`config.mk`:
```
export PLATFORM = sky130hd
export DESIGN_NAME = md_hilo
export DESIGN_NICKNAME = d
export VERILOG_FILES = /design/src/rtl/md_hilo.sv
export SDC_FILE = /design/constraint.sdc
export NUM_CORES = 2
export LEC_CHECK = 0
export CORE_MARGIN = 1.5
export CORE_UTILIZATION = 45
export DETAILED_ROUTE_END_ITERATION = 10
export GPL_TIMING_DRIVEN = 0
export SLEW_MARGIN = 20
export SYNTH_ARGS = -nofsm -noshare
export SYNTH_HDL_FRONTEND = slang
export SYNTH_SLANG_ARGS = --single-unit
```
`constraint.sdc`:
```
create_clock -name clk -period 11.05 [get_ports clk]
set_clock_uncertainty 0.15 [all_clocks]
set_input_delay 2.21 -clock clk [delete_from_list [all_inputs] [get_ports clk]]
set_output_delay 2.21 -clock clk [all_outputs]
set_load 0.005 [all_outputs]
```
`src/rtl/md_hilo.sv`:
```
// md_hilo: multiply/divide unit with architectural HI/LO registers.
// MULT/MULTU/MTHI/MTLO take one edge; DIV/DIVU run a restoring divider.
//
// Ports:
//   clk        clock
//   resetn     synchronous active-low reset
//   req_valid  request present this cycle
//   req_op     0=MULT 1=MULTU 2=DIV 3=DIVU 4=MTHI 5=MTLO 6,7=no-op
//   src_a      rs operand (dividend / multiplicand / MTxx data)
//   src_b      rt operand (divisor / multiplier)
//   flush      exception/eret at commit; abort in-flight op
//   hiloren    read select [1]=HI [0]=LO
//   busy       unit cannot accept a request
//   hilordata  selected HI/LO value, 0 when nothing selected
//   hi, lo     current HI/LO registers
//
// Optional: define MD_DIV_EARLY_OUT_EN to let a divide whose
// |dividend| < |divisor| (divisor nonzero) skip the iterative phase.

module md_hilo #(
   parameter int DIV_STEPS = 32
) (
   input  logic        clk,
   input  logic        resetn,
   input  logic        req_valid,
   input  logic [2:0]  req_op,
   input  logic [31:0] src_a,
   input  logic [31:0] src_b,
   input  logic        flush,
   input  logic [1:0]  hiloren,
   output logic        busy,
   output logic [31:0] hilordata,
   output logic [31:0] hi,
   output logic [31:0] lo
);

   localparam int CW = (DIV_STEPS > 1) ? $clog2(DIV_STEPS) : 1;
   localparam logic [CW-1:0] LAST = CW'(DIV_STEPS - 1);

   localparam logic [2:0] OP_MULT  = 3'd0;
   localparam logic [2:0] OP_MULTU = 3'd1;
   localparam logic [2:0] OP_DIV   = 3'd2;
   localparam logic [2:0] OP_DIVU  = 3'd3;
   localparam logic [2:0] OP_MTHI  = 3'd4;
   localparam logic [2:0] OP_MTLO  = 3'd5;

   typedef enum logic [1:0] {
      S_IDLE,
      S_RUN,
      S_FIX
   } state_t;

   state_t       state;
   logic [CW-1:0] cnt;
   logic [31:0]  quo;
   logic [31:0]  rem;
   logic [31:0]  dvs;
   logic         q_neg;
   logic         r_neg;

   logic         accept;
   logic         mul_sgn;
   logic [63:0]  mul_a;
   logic [63:0]  mul_b;
   logic [63:0]  product;
   logic         div_sgn;
   logic         neg_a;
   logic         neg_b;
   logic [31:0]  abs_a;
   logic [31:0]  abs_b;
   logic [32:0]  rem_sh;
   logic         step_ge;
   logic [31:0]  rem_nxt;
   logic [31:0]  quo_nxt;
   logic [31:0]  lo_fix;
   logic [31:0]  hi_fix;

   assign busy   = (state != S_IDLE);
   assign accept = req_valid & ~busy & ~flush;

   // Sign-extend (MULT) or zero-extend (MULTU) to 64 bits; the low
   // 64 bits of the wide product are then the correct result for both.
   assign mul_sgn = (req_op == OP_MULT);
   assign mul_a   = {{32{mul_sgn & src_a[31]}}, src_a};
   assign mul_b   = {{32{mul_sgn & src_b[31]}}, src_b};
   assign product = mul_a * mul_b;

   // Magnitudes held as 32-bit unsigned: |0x80000000| is exact.
   assign div_sgn = (req_op == OP_DIV);
   assign neg_a   = div_sgn & src_a[31];
   assign neg_b   = div_sgn & src_b[31];
   assign abs_a   = neg_a ? (~src_a + 32'd1) : src_a;
   assign abs_b   = neg_b ? (~src_b + 32'd1) : src_b;

   // quo starts as the dividend and fills with quotient bits from the
   // bottom while dividend bits leave from the top into the remainder.
   assign rem_sh  = {rem, quo[31]};
   assign step_ge = (rem_sh >= {1'b0, dvs});
   // When step_ge holds the true difference is < dvs, so 32-bit
   // modular subtraction is exact.
   assign rem_nxt = step_ge ? (rem_sh[31:0] - dvs) : rem_sh[31:0];
   assign quo_nxt = {quo[30:0], step_ge};

   assign lo_fix = q_neg ? (~quo + 32'd1) : quo;
   assign hi_fix = r_neg ? (~rem + 32'd1) : rem;

   always_comb begin
      hilordata = '0;
      unique case (1'b1)
         hiloren[1]: hilordata = hi;
         hiloren[0]: hilordata = lo;
         default:    hilordata = '0;
      endcase
   end

   always_ff @(posedge clk) begin
      if (!resetn) begin
         state <= S_IDLE;
         cnt   <= '0;
         hi    <= '0;
         lo    <= '0;
         quo   <= '0;
         rem   <= '0;
         dvs   <= '0;
         q_neg <= 1'b0;
         r_neg <= 1'b0;
      end else if (flush) begin
         state <= S_IDLE;
         cnt   <= '0;
      end else begin
         unique case (state)
            S_IDLE: begin
               if (accept) begin
                  case (req_op)
                     OP_MULT, OP_MULTU: begin
                        hi <= product[63:32];
                        lo <= product[31:0];
                     end
                     OP_DIV, OP_DIVU: begin
                        quo   <= abs_a;
                        rem   <= '0;
                        dvs   <= abs_b;
                        q_neg <= neg_a ^ neg_b;
                        r_neg <= neg_a;
                        cnt   <= '0;
                        state <= S_RUN;
`ifdef MD_DIV_EARLY_OUT_EN
                        if ((abs_b != 32'd0) && (abs_a < abs_b)) begin
                           quo   <= '0;
                           rem   <= abs_a;
                           state <= S_FIX;
                        end
`endif
                     end
                     OP_MTHI: hi <= src_a;
                     OP_MTLO: lo <= src_a;
                     default: ;
                  endcase
               end
            end
            S_RUN: begin
               quo <= quo_nxt;
               rem <= rem_nxt;
               cnt <= cnt + CW'(1);
               if (cnt == LAST)
                  state <= S_FIX;
            end
            S_FIX: begin
               lo    <= lo_fix;
               hi    <= hi_fix;
               state <= S_IDLE;
            end
            default: state <= S_IDLE;
         endcase
      end
   end

endmodule

```
# == Yosys cells after proc, flatten, opt, wreduce, memory -nomap -nowiden ==
# Index checks and enable logic that the tools add are counted.
# word_totals
reg_bits,169
latch_bits,0
ram_bits,0
mem_bits_ro,0
in_bits,73
word_cells,83
mem_count,0
# classes
add_sub_neg,6
n_mul,1
n_div,0
n_lt_le_gt_ge,1
n_eq_ne,13
shifts,0
n_mux,25
bitwise_logic,14
reduce_logical,14
# op_table
operator,n
32-bit case mux with 2 select lines,7
32-bit two-way mux,11
"32-bit by 1-bit adder with 32-bit output, second input constant",4
32-bit inverter,4
33-bit by 33-bit multiplier with 64-bit output,1
33-bit by 32-bit greater-or-equal comparator with 1-bit output,1
32-bit subtractor,1
4-bit AND reduction,4
5-bit two-way mux,2
5-bit case mux with 2 select lines,1
1-bit bitwise AND,6
"3-bit by 2-bit equality test with 1-bit output, second input constant",2
"3-bit equality test, second input constant",2
2-bit two-way mux,3
"3-bit by 1-bit inequality test with 1-bit output, second input constant",2
3-bit AND reduction,2
2-bit nonzero test,3
2-bit OR reduction,3
"5-bit by 1-bit adder with 5-bit output, second input constant",1
"5-bit equality test, second input constant",1
"2-bit inequality test, second input constant",2
2-bit case mux with 2 select lines,1
"3-bit by 1-bit equality test with 1-bit output, second input constant",1
3-bit zero test,1
6 further kinds,8

# == Logic depth before layout (Yosys ltp) ==
# logic_depth
depth_word,6
depth_mapped,32
mapped_depth_nobuf,28

# == Worst setup path before layout ==
# Ideal clock, no wire load.
# synth_path
path_type,input-to-reg
startpoint,in req_op[2]
endpoint,reg hi[31]
t_arrival_ns,10.152
required_time_ns,10.771
setup_slack_ns,0.619
stages,30
path_cell_list,clkbuf_1 nor3_1 clkbuf_1 and2_1 clkbuf_1 nand2_1 inv_1 fa_1 fa_1 fa_1 fa_1 inv_1 fa_1 inv_1 fa_1 inv_1 fa_1 fa_1 inv_1 ha_1 clkbuf_8 a21oi_1 o21ai_0 a21o_1 a21oi_1 o21ai_0 or3b_2 o221ai_1 and3_1 nor3_1
# synth_between
elab_chain_cells,6
# synth_rtl
item,line_no,rtl
from (decl),26,"input logic [2:0] req_op,"
3-bit zero test,"83, 134",
"1-bit bitwise AND, on equally long branches","84, 85",
33-bit by 33-bit multiplier with 64-bit output,86,assign product = mul_a * mul_b;
32-bit case mux with 2 select lines,134,case (req_op)
32-bit two-way mux,133,if (accept) begin
32-bit case mux with 2 select lines,131,unique case (state)
to (signal assigned),136,hi <= product[63:32];
to (signal assigned),155,OP_MTHI: hi <= src_a;
to (signal assigned),170,hi <= hi_fix;
to (decl),33,"output logic [31:0] hi,"
# Parallel ways exist; a longest one is shown, timed or not. The select of a mux whose other input is x is not followed.
# A chain may end at the register's enable or synchronous reset.

# == Worst setup path after layout ==
# layout_path
startpoint,in src_a[26]
endpoint,reg hi[27]
# layout_between
elab_chain_cells,4
# layout_rtl
item,line_no,rtl
from (decl),27,"input logic [31:0] src_a,"
33-bit by 33-bit multiplier with 64-bit output,86,
32-bit case mux with 2 select lines,134,
32-bit two-way mux,133,
32-bit case mux with 2 select lines,131,
# No other way between the ends. The select of a mux whose other input is x is not followed.

==> key figures <==
Setup path
  – Crit. End Element: flop
  – R2R Setup Slk: 7.25 ns
  – Setup Crit Path Kind: input port to flop
  – CP Depth: 27
  – Delay-heaviest family, CP: adder cells
  – FF-to-FF End: rem[29]
  – Worst EP arrival: 11.25 ns
  – Max Fanout on Critical Path: 10
  – FF-to-FF path depth: 11
  – CP max stage delay: roughly 0.9 ns
  – Critical-path top delay cell: buf_1
  – CP Data Required Time: 11.34 ns
  – WP buf/inv: 8
  – Crit Reg-Reg Startpoint: rem[0]
  – Setup crit start kind: input port
  – Critical path's most frequent cell: fa_1

Min path
  – WHS Path Cells: 2
  – Hold Crit Start: dvs[31]
  – Hold Crit Endpoint: dvs[31]
  – Type of the worst min-delay path: flop to flop

Place
  – Port Buf Inserts: 133
  – Gpl congestion: 1.01
  – HPWL Detailed: roughly 170000 um

Finish
  – Nets: approximately 7500
  – Most common cell after layout, fill and taps aside: inv_1
  – Layout area overhead: 9.32%
  – Commonest non-fill, non-tap cells in the layout: inv_1, fa_1, nand2_1, and2_1, ha_1
  – Layout Utilization: 49.7%
  – Layout cells sized above 1: 4.77%

Floorplan
  – Die Width: 338 um
  – Core Rows: 122
  – IO Count: 170
  – Core Area: 111000 um2
  – Initial core utilization: 45.5%
  – Die area: 114000 um2
  – Die Y-Extent: 338 um

Clock network
  – Clock transition at path regs: 0.08 ns
  – H-Tree Depth: 4
  – Root buffer cell: clkbuf_16
  – Clk_lat worst skew: 0.52 ns
  – CTS tree: built
  – Maximum root-to-sink buffer count: 3
  – Clock sinks: 169
  – Num CTS Buffers: 25

STA
  – Fin Setup TNS: 0 ns
  – Post-route minimum period: between 10 and 15 ns
  – Endpoints failing setup: 0
  – Ratio of final minimum period to clock period: 99.2%
  – Slew Viols, Final: 0
  – Max_slew headroom: 19.4%
  – RSZ-0062 raised after global routing: false
  – Hold Slack: roughly 0.32 ns
  – Worst-Margin Slew: 1.21 ns
  – Fmax: ~90 MHz
  – Endpoints failing hold: 0

Global route
  – First-pass GRT wire length: 303000 um
  – Total gr overflow: 0
  – Vias in the first global route: 44080
  – Initial antenna violation count: 22
  – Largest net degree at the start of global routing: 25
  – GRT Util Overall: 37.4%

Drt
  – Via-to-Cell Ratio: 5.76
  – Final WL: 209000 um
  – WL/cell: around 28 um
  – Post-route ant nets: 0
  – DRC violations left: 0
  – Vias: ~44000
  – 1st-iter DRT viols: 4472
  – Drt pass-1 iters: 8

Synth
  – Cell variety after synth: between 80 and 90
  – Mean Syn Cell Area: 8.56 um2
  – Post-synthesis instance total: roughly 6000
  – Mapped Area: 50500 um2
  – Post-synth EDFFs: 0
  – Seq/Total Area, Yosys: 6.71%
  – Main flop type after synthesis: dfxtp_1
  – Ys Warns: 0
  – Syn_nets: ~7300
  – Synthesized flop and latch total: 169
  – Post-synth ARST share: 0%

Job
  – Maxcap violations: 0

Status
  – Status: finished, final reports clean
-- layout make-up --
type | instances | area [um2]
antenna | 13 | 32.5
buffer | 382 | 1870
clock buffer | 28 | 647
clock inverter | 4 | 51.3
fill | 10956 | 55800
inverter | 1199 | 4510
multi-input combinational | 4140 | 41200
sequential | 169 | 3380
tap | 1488 | 1860
timing repair buffer | 158 | 1640
-- state kept, by name (all words and copies together), names as in the netlist --
register	count
quo	32
cnt	5
dvs	32
r_neg	1
state	2
lo	32
q_neg	1
rem	32
hi	32
-- metrics by stage --
stage	setup slack, ns	cell area [um2]	std cells
after floorplan	0.619	50500	5893
after global placement	-3.67	53600	7514
after detailed placement	-3.31	53800	7520
after CTS	0.00229	54900	7558
after global routing	0.00260	55100	7572
final	0.0893	55200	7581
-- cell usage after synthesis (11+ instances only) --
library cell / count / area (um2)
inv_1: 1199 / 4500
fa_1: 1126 / 22500
nand2_1: 984 / 3690
clkbuf_1: 308 / 1160
and2_1: 298 / 1860
ha_1: 250 / 3130
nor2_1: 182 / 683
dfxtp_1: 169 / 3380
a21oi_1: 167 / 836
o21ai_0: 165 / 826
xnor2_1: 112 / 981
xor2_1: 87 / 762
buf_1: 62 / 233
a211oi_1: 55 / 413
nand3_1: 51 / 255
nor3_1: 51 / 255
nor2b_1: 49 / 307
a21o_1: 45 / 338
o211ai_1: 45 / 338
a22o_1: 38 / 333
o31ai_1: 34 / 255
mux2i_1: 33 / 330
o211a_1: 32 / 320
and3_1: 30 / 188
nand4_1: 29 / 181
a21boi_0: 21 / 158
or3_1: 19 / 119
nand2b_1: 18 / 113
nor4_1: 16 / 100
o41ai_1: 16 / 140
o21a_1: 14 / 105
or2_2: 13 / 81.3
or4_1: 12 / 90.1
o21bai_1: 11 / 82.6
-- worst max path at each step --
| stage | start | end | slack, ns |
|---|---|---|---|
| floorplan | req_op[2] | hi[31] | 0.62 |
| global placement | req_op[0] | hi[31] | -3.67 |
| detailed placement | req_op[0] | hi[31] | -3.31 |
| CTS | src_b[31] | hi[31] | 0.002 |
| global route | src_a[28] | hi[27] | 0.003 |
| finish | src_a[26] | hi[27] | 0.09 |
-- worst register-to-register path: cells and delay by family (launching register included) --
kind,cells,cell delay [ns]
simple gates,1,0.15
mux,1,0.22
flops,1,0.57
compound gates,7,1.92
fa+ha+maj,1,0.33
buf+inv,1,0.37
-- layer usage --
layer / GRT usage [%] / part of all wire (%) / vias to the layer above
met5: 0 / 0.055 / -
met4: 21.8 / 7.2 / 16
met3: 10.2 / 11 / 591
met2: 55.3 / 42 / 2381
met1: 49.3 / 39 / 22299
li1: - / - / 18353
-- kinds of logic (layout without fill, tap and decap cells) --
kind of cell               Yosys count  count (layout)  synth area share, %
AOI/OAI and AO/OA                  753             753                 10.2
xor gates and xnor gates           199             199                 3.45
adders and majority gates         1376            1376                 50.9
buffers and inverters             1584            1771                 12.0
DFF                                169             169                 6.71
muxes                               33              33                0.655
other                                0              13                    0
and+or+nand+nor                   1779            1779                 16.2
-- timing repair --
item | 4_1_cts | 5_1_grt
endpoints found under the setup margin | 39 | 23
hold buffers | 0 | 0
endpoints found under the hold margin | 0 | 0
pin swaps | 5 | 3
setup buffers | 6 | 13
gates resized for setup | 133 | 207
Power is not shown: default switching activity piles up to over one toggle a cycle in this logic, so the estimate is an artifact.
